### src/rtl/nes_bus_pkg.sv
// rtl/nes_bus_pkg.sv - CPU-side bus addresses and sprite DMA state encoding
package nes_bus_pkg;

    localparam logic [15:0] ADDR_OAMDMA  = 16'h4014;
    localparam logic [15:0] ADDR_OAMDATA = 16'h2004;

    typedef enum logic [2:0] {
        ST_IDLE     = 3'd0,
        ST_WAIT_ACK = 3'd1,
        ST_DUMMY    = 3'd2,
        ST_ALIGN    = 3'd3,
        ST_READ     = 3'd4,
        ST_WRITE    = 3'd5
    } dma_state_t;

endpackage

### src/rtl/oam_dma.sv
// rtl/oam_dma.sv - $4014 sprite DMA master: halts the CPU and copies one page into OAM via $2004
module oam_dma
    import nes_bus_pkg::*;
#(
    parameter int SRC_BYTES = 256
) (
    input  logic        i_cpu_clk,
    input  logic        i_cpu_rst,
    input  logic [15:0] i_bus_addr,
    input  logic        i_bus_wn,
    input  logic [7:0]  i_bus_wdata,
    input  logic [7:0]  i_mem_rdata,
    input  logic        i_halt_ack,
    output logic        o_halt_req,
    output logic        o_dma_active,
    output logic [15:0] o_dma_addr,
    output logic        o_dma_wn,
    output logic [7:0]  o_dma_wdata
);

    localparam logic [7:0] LAST_IDX = 8'(SRC_BYTES - 1);

    dma_state_t state;
    dma_state_t state_next;

    logic [7:0] r_page;
    logic [7:0] r_idx;
    logic [7:0] r_byte;
    logic       r_parity;
    logic       r_halt_req;
    logic       r_active;
    logic       trigger;

    assign trigger = (state == ST_IDLE) && (i_bus_addr == ADDR_OAMDMA) && !i_bus_wn;

    always_comb begin
        state_next = state;
        case (state)
            ST_IDLE:     if (trigger) state_next = ST_WAIT_ACK;
            ST_WAIT_ACK: if (i_halt_ack) state_next = ST_DUMMY;
            // Odd-parity DUMMY lets READ start on an even cycle; otherwise burn one ALIGN cycle.
            ST_DUMMY:    state_next = r_parity ? ST_READ : ST_ALIGN;
            ST_ALIGN:    state_next = ST_READ;
            ST_READ:     state_next = ST_WRITE;
            ST_WRITE:    state_next = (r_idx == LAST_IDX) ? ST_IDLE : ST_READ;
            default:     state_next = ST_IDLE;
        endcase
    end

    always_ff @(posedge i_cpu_clk or posedge i_cpu_rst) begin
        if (i_cpu_rst) begin
            state      <= ST_IDLE;
            r_page     <= 8'h00;
            r_idx      <= 8'h00;
            r_byte     <= 8'h00;
            r_parity   <= 1'b0;
            r_halt_req <= 1'b0;
            r_active   <= 1'b0;
        end else begin
            state      <= state_next;
            r_parity   <= ~r_parity;
            r_halt_req <= (state_next != ST_IDLE);
            r_active   <= (state_next == ST_DUMMY) || (state_next == ST_ALIGN) ||
                          (state_next == ST_READ)  || (state_next == ST_WRITE);
            if (trigger) begin
                r_page <= i_bus_wdata;
                r_idx  <= 8'h00;
            end
            if (state == ST_READ) begin
                r_byte <= i_mem_rdata;
            end
            if ((state == ST_WRITE) && (r_idx != LAST_IDX)) begin
                r_idx <= r_idx + 8'h01;
            end
        end
    end

    // Bus fields decode combinationally so address and data are valid in the owning cycle.
    always_comb begin
        o_dma_addr  = 16'h0000;
        o_dma_wn    = 1'b1;
        o_dma_wdata = 8'h00;
        case (state)
            ST_DUMMY,
            ST_ALIGN: o_dma_addr = ADDR_OAMDMA;
            ST_READ:  o_dma_addr = {r_page, r_idx};
            ST_WRITE: begin
                o_dma_addr  = ADDR_OAMDATA;
                o_dma_wn    = 1'b0;
                o_dma_wdata = r_byte;
            end
            default: ;
        endcase
    end

    assign o_halt_req   = r_halt_req;
    assign o_dma_active = r_active;

endmodule

### config.mk
export PLATFORM = sky130hd
export DESIGN_NAME = oam_dma
export DESIGN_NICKNAME = d
export VERILOG_FILES = /design/src/rtl/nes_bus_pkg.sv /design/src/rtl/oam_dma.sv
export SDC_FILE = /design/constraint.sdc
export NUM_CORES = 1
export LEC_CHECK = 0
export ABC_AREA = 0
export ABC_CLOCK_PERIOD_IN_PS = 1700
export CORE_AREA = 2 2 87 55
export DETAILED_ROUTE_END_ITERATION = 10
export DIE_AREA = 0 0 89 57
export GPL_ROUTABILITY_DRIVEN = 1
export PLACE_DENSITY = 0.78
export SYNTH_ARGS = -nofsm -noshare
export SYNTH_HDL_FRONTEND = slang
export SYNTH_SLANG_ARGS = --single-unit
### constraint.sdc
create_clock -name i_cpu_clk -period 1.7 [get_ports i_cpu_clk]
set_input_delay 0.425 -clock i_cpu_clk [delete_from_list [all_inputs] [get_ports i_cpu_clk]]
set_output_delay 0.425 -clock i_cpu_clk [all_outputs]
set_load 0.02 [all_outputs]
==> results of run 1 <==
[synthesized netlist by cell type (all sizes together) (4+ instances only)]
cell type / instances / area share [%]
inv: 7 / 1.6
mux2: 8 / 6.0
dfrtp: 30 / 46
and3: 12 / 4.6
clkbuf: 4 / 0.93
nor2: 9 / 2.5
a21oi: 4 / 1.2
nand3: 7 / 2.5
o21ai: 9 / 3.0
buf: 4 / 2.0
nand2: 34 / 7.9
o211ai: 4 / 1.9
and2: 9 / 3.5
[path summary, 6_finish.rpt]
kind | endpoint | from | cells past startpoint
hold / removal | r_parity | r_parity | 1
min in group asynchronous | r_idx[3] | i_cpu_rst | 3
hold reg to reg | r_parity | r_parity | 1
max in group asynchronous | state[0] | i_cpu_rst | 3
setup reg to reg | r_page[6] | state[2] | 7
setup / recovery | o_dma_addr[4] | state[1] | 4
[worst max-delay path, cell delays in order, from the launching register on]
cell and delay, ns:
sky130_fd_sc_hd__dfrtp_2 0.47, sky130_fd_sc_hd__nor3_4 0.34, sky130_fd_sc_hd__a21oi_1 0.14, sky130_fd_sc_hd__nor2_2 0.15, sky130_fd_sc_hd__buf_6 0.14
[metal layers]
metal / global-route usage (%) / wire, um / part of all wire [%] / up-vias
met3: 5.644 / 238 / 4.5 / 11
met2: 29.00 / 2621 / 49 / 40
met5: 0 / 0 / 0 / -
met1: 28.21 / 2385 / 45 / 830
met4: 3.838 / 65 / 1.2 / 0
li1: - / - / - / 805
[area by class of cell]
cell class | instances | area [um^2] | share of cell area (%)
clock buffers | 6 | 82.58 | 2.767
well taps | 63 | 78.83 | 2.642
flip-flops and latches | 30 | 753.2 | 25.24
inverters | 7 | 26.28 | 0.8805
repair buffers | 102 | 1032 | 34.59
multi-input cells | 128 | 1011 | 33.88
[metrics by stage]
step,cells,total power [mW],hold WS [ns],utilization [%]
floorplan,172,1.628,0.4173,-
global placement,315,2.150,0.4488,56.95
detailed placement,315,2.174,0.4547,56.95
CTS,327,3.023,0.4673,62.39
global route,336,3.470,0.4907,68.22
finish,336,3.282,0.4664,68.22
[power by group through the flow]
stage	Clock [mW]	Sequential (mW)	Combinational, mW
6_report	0.557	0.972	1.75
5_1_grt	0.596	0.991	1.88
3_3_place_gp	0	0.949	1.20
3_5_place_dp	0	0.955	1.22
4_1_cts	0.566	0.975	1.48
2_1_floorplan	0	0.973	0.655
[cells by family after synthesis]
family	share of synthesized area (%)
DFF	46.30
buffers and inverters	4.552
muxes	6.018
and+or+nand+nor	29.40
AOI/OAI and AO/OA	10.88
adders and majority gates	2.315
xor gates and xnor gates	0.5402
[sequential cells by signal, summed over array words and instances, names as in the netlist]
signal,count
r_byte,8
r_idx,8
r_page,8
state,3
o_dma_active,1
o_halt_req,1
r_parity,1
[timing repair]
item                       in CTS  in global routing
hold buffers                    0                  0
pin swaps                       9                 20
buffers inserted                4                  9
gates resized for setup       173                 44
gates cloned                    2                  1
setup endpoints to repair      39                 44
hold endpoints to repair        0                  0
==> results.md, run 1 <==
- Run status: complete, but fails checks
- Failing checks: setup timing
- Worst setup slack for register-to-register paths: -0.14 ns
- Floorplan row count: 19
- Total grt overflow: 0
- Clock Latency Late Sink: about 0.27 ns
- Number of hold-slack violations in the final timing report: 0
- First-pass GRT wire length: 7555 um
- Initial Utilization: 37.07%
- Synthesis-stage register bit count: 30
- Initial antenna violation count: 0
- Antenna fix cells: 0
- Sequential share of power: 29.6%
- Largest fanout on the critical path: 6
- Number of global-route vias before repair: 1590
- Number of DRC violations after detailed-routing iteration 0: 130
- Clk pin slew, worst setup/hold paths: 0.06 ns
- Count of distinct cell types in the synthesized netlist: 41
- Total half-perimeter wirelength after legalization and detailed placement: approximately 3200 um
- Gpl congestion: 0.8163
- Ratio of total power to cell area: 1100 nW/um^2
- Most common cell after layout, fill and taps aside: sky130_fd_sc_hd__clkdlybuf4s50_1
- Post-synth EDFFs: 0
- Most used cells in the layout excluding fill and tap cells: 37 x sky130_fd_sc_hd__clkdlybuf4s50_1, 34 x sky130_fd_sc_hd__nand2_1, 30 x sky130_fd_sc_hd__buf_4
- CTS tree: yes
- Netlist area before placement: roughly 1600 um^2
- Synthesized area per cell: 9.428 um^2
- Cell area after layout: 2984 um^2
- Max transition margin: 73.65%
- Pin count of the biggest net entering global routing: 31
- Worst-case clock buffer depth: 2
- Relative contribution of combinational cells to total power: 53.4%
- Number of port buffers: 62
- Data arrival, critical path: 1.51 ns
- Final Max Tran Viols: 0
- Switching Fraction: 35.52%
- Fraction of final layout cells with drive strength greater than 1: about 46%
- Shortest period the worst path allows: around 1.9 ns
- Pre-CTS WS: -0.4198 ns
- Post-Syn Nets: 211
- GRT Resource Usage Total: 19.34%
- Die Ht: 57 um
- Detail-routed via count per cell: 5.018
- DIE AREA: 5073 um^2
- Die X-Extent: 89 um
- Number of fill cells: 317
- Crit path required time: 1.27 ns
- Crit path kind: register to primary output
- Portion of total power attributed to the clock network: 17.0%
- Number of warnings issued by yosys: 0
- Post-layout nets: 313
- Root buffer cell: sky130_fd_sc_hd__clkbuf_8
- Drt wl/cell: around 16 um
- Max-capacitance violation count: 0
- Highest ir drop seen on vdd: 0.6531 mV
- Floorplan core area: 4374 um^2
- IO Count: between 60 and 70
- Dpl cell area: 2491 um^2
- Worst Setup Start Kind: register
- Setup repair after global routing missed its margin: yes
- Internal: around 2.1 mW
- Setup tns final: -4.979 ns
- Endpoint class of the critical path: primary output
- Final setup slack of the worst path: -0.2345 ns
- Async set-or-reset flop fraction in the synthesized netlist: 100.0%
- Largest clock skew in the final design: 0.005062 ns
- Aggregate routed wire length: about 5300 um
- Number of DRC violations after detailed routing: 0
- Path type of the worst min-delay path: register to register
- H-tree level count: 2
- Clock tree sinks: 30
- Sequential element share of the synthesized area: 46.30%
- Vias post-DR: 1686
- Pin slew with the least headroom to its limit: 0.3952 ns
- Number of buffers created by CTS: 5
- Switching component of the power: 1.166 mW
- Static leakage power: 1.378 nW
- Highest achievable clock rate: 516.9 MHz
- Flip-flop cell with the highest count after synthesis: sky130_fd_sc_hd__dfrtp_1
- Period utilisation layout: 113.8%
- Area growth from synthesis to final layout: 84.03%
- Final setup violation count: 40
- DRT antenna net count: 0
- Count of TritonRoute iterations in the first routing pass: 4
- Synthesized instance count: 172
Power figures use the tool's default switching activity.
==> run 2, diff against run 1 <==
--- a/config.mk
+++ b/config.mk
@@ -7,9 +7,9 @@
 export LEC_CHECK = 0
 export ABC_AREA = 0
 export ABC_CLOCK_PERIOD_IN_PS = 1700
-export CORE_AREA = 2 2 87 55
+export CORE_AREA = 2 2 68 70
 export DETAILED_ROUTE_END_ITERATION = 10
-export DIE_AREA = 0 0 89 57
+export DIE_AREA = 0 0 70 72
 export GPL_ROUTABILITY_DRIVEN = 1
 export PLACE_DENSITY = 0.78
 export SYNTH_ARGS = -nofsm -noshare
==> results.md, run 2 (synthesis gave the netlist of run 1 again) <==
- Highest achievable clock rate: 524.2 MHz
- First-pass GRT wire length: 7914 um
- Final Max Tran Viols: 0
- Most common cell after layout, fill and taps aside: sky130_fd_sc_hd__buf_6
- DRT antenna net count: 0
- Number of fill cells: 281
- Antenna fix cells: 0
- Post-layout nets: 320
- Util after Layout: 72.36%
- H-tree level count: 2
- Failing checks: setup timing
- Aggregate routed wire length: 5740 um
- Run status: complete, but fails checks
- Highest ir drop seen on vdd: 1.105 mV
- Gpl congestion: slightly below 0.8
- Worst Setup Start Kind: register
- Die X-Extent: roughly 70 um
- Number of DRC violations after detailed-routing iteration 0: 105
- Count of TritonRoute iterations in the first routing pass: 4
- Vias post-DR: 1748
- Die Ht: 72 um
- Largest fanout on the critical path: 4
- Ratio of total power to cell area: 1118 nW/um^2
- Fraction of final layout cells with drive strength greater than 1: 50.35%
- Root buffer cell: sky130_fd_sc_hd__clkbuf_8
- Data arrival, critical path: 1.48 ns
- Number of buffers created by CTS: 5
- Clk pin slew, worst setup/hold paths: 0.06 ns
- Worst setup slack for register-to-register paths: -0.14 ns
- Final setup slack of the worst path: -0.2078 ns
- Endpoint class of the critical path: primary output
- Initial Utilization: 38.03%
- Crit path kind: register to primary output
- IO Count: 63
- Top Registers: r_byte: 8 flops, r_idx: 8 flops, r_page: 8 flops
- Largest clock skew in the final design: 0.005779 ns
- Number of hold-slack violations in the final timing report: 0
- Area growth from synthesis to final layout: 90.28%
- Number of DRC violations after detailed routing: 0
- Static leakage power: 1.457 nW
- Pin slew with the least headroom to its limit: between 0.3 and 0.4 ns
- Total half-perimeter wirelength after legalization and detailed placement: 3048 um
- DIE AREA: 5040 um^2
- Pin count of the biggest net entering global routing: 31
- Total grt overflow: 0
- Clock tree sinks: 30
- Floorplan core area: 4264 um^2
- Path type of the worst min-delay path: register to register
- Max transition margin: 73.79%
- Most used cells in the layout excluding fill and tap cells: 35 x sky130_fd_sc_hd__buf_6, 34 x sky130_fd_sc_hd__nand2_1, 34 x sky130_fd_sc_hd__buf_4
- Setup tns final: -4.969 ns
- GRT Resource Usage Total: 19.94%
- Number of global-route vias before repair: 1669
- Drt wl/cell: approximately 17 um
- Initial antenna violation count: 0
- Crit path required time: 1.27 ns
- CTS tree: yes
- Detail-routed via count per cell: 5.234
- Clock Latency Late Sink: 0.28 ns
- Max-capacitance violation count: 0
- Setup repair after global routing missed its margin: yes
- Period utilisation layout: 112.2%
- Worst-case clock buffer depth: 2
- Floorplan row count: 24
- Number of port buffers: 62
- Final setup violation count: 38
- Shortest period the worst path allows: 1.908 ns
-- run 2: repair_timing --
item,CTS,global route
buffers inserted,10,6
hold buffers,0,0
setup endpoints to repair,35,44
gates resized for setup,186,48
gates cloned,1,1
pin swaps,17,19
-- run 2: through the flow --
| step | hold slack (ns) | instances | worst slack, ns | instance area, um^2 | total power [mW] |
|---|---|---|---|---|---|
| final | 0.4542 | 334 | -0.2078 | 3085 | 3.450 |
| after global routing | 0.4875 | 334 | -0.2574 | 3085 | 3.606 |
| after CTS | 0.4534 | 328 | -0.1412 | 2833 | 3.126 |
| after detailed placement | 0.4448 | 309 | -0.3996 | 2515 | 2.207 |
| after global placement | 0.4392 | 309 | -0.3928 | 2515 | 2.181 |
| after floorplan | 0.4173 | 172 | 0.01217 | 1634 | 1.628 |
-- run 2: worst paths after layout --
kind / start / to / cells after the start
worst max register to register: state[0] / r_page[2] / 8
worst min-delay path: r_parity / r_parity / 1
worst min register to register: r_parity / r_parity / 1
min in group asynchronous: i_cpu_rst / r_page[7] / 3
max in group asynchronous: i_cpu_rst / state[1] / 3
worst max-delay path: state[2] / o_dma_addr[2] / 6
-- run 2: where the power goes --
group          total, mW  internal [mW]  leakage [nW]  switching [mW]
Clock              0.599          0.326        0.0482           0.273
Sequential         0.968          0.867         0.352           0.101
Combinational       1.88          0.987          1.06           0.896
-- run 2: per-layer routing --
metal	global-route usage [%]	vias up	wire length [um]
met5	0	-	0
met2	35.77	48	3110
li1	-	820	-
met1	23.76	867	2269
met4	6.624	0	130
met3	4.583	13	229
-- run 2: cell type report --
class / count / area (um^2) / share of cell area [%]
Timing Repair Buffer: 110 / 1092 / 35.40
Multi-Input combinational cell: 127 / 1054 / 34.14
Sequential cell: 30 / 754.5 / 24.45
Clock buffer: 7 / 86.33 / 2.798
Tap cell: 52 / 65.06 / 2.109
Inverter: 7 / 28.78 / 0.9327
Clock inverter: 1 / 5.005 / 0.1622
-- run 2: worst max-delay path: stages, from the launching register on --
cell	delay, ns
sky130_fd_sc_hd__dfrtp_1	0.43
sky130_fd_sc_hd__inv_2	0.09
sky130_fd_sc_hd__buf_6	0.12
sky130_fd_sc_hd__ha_4	0.17
sky130_fd_sc_hd__a211oi_2	0.20
sky130_fd_sc_hd__nor2_2	0.06
sky130_fd_sc_hd__buf_6	0.13
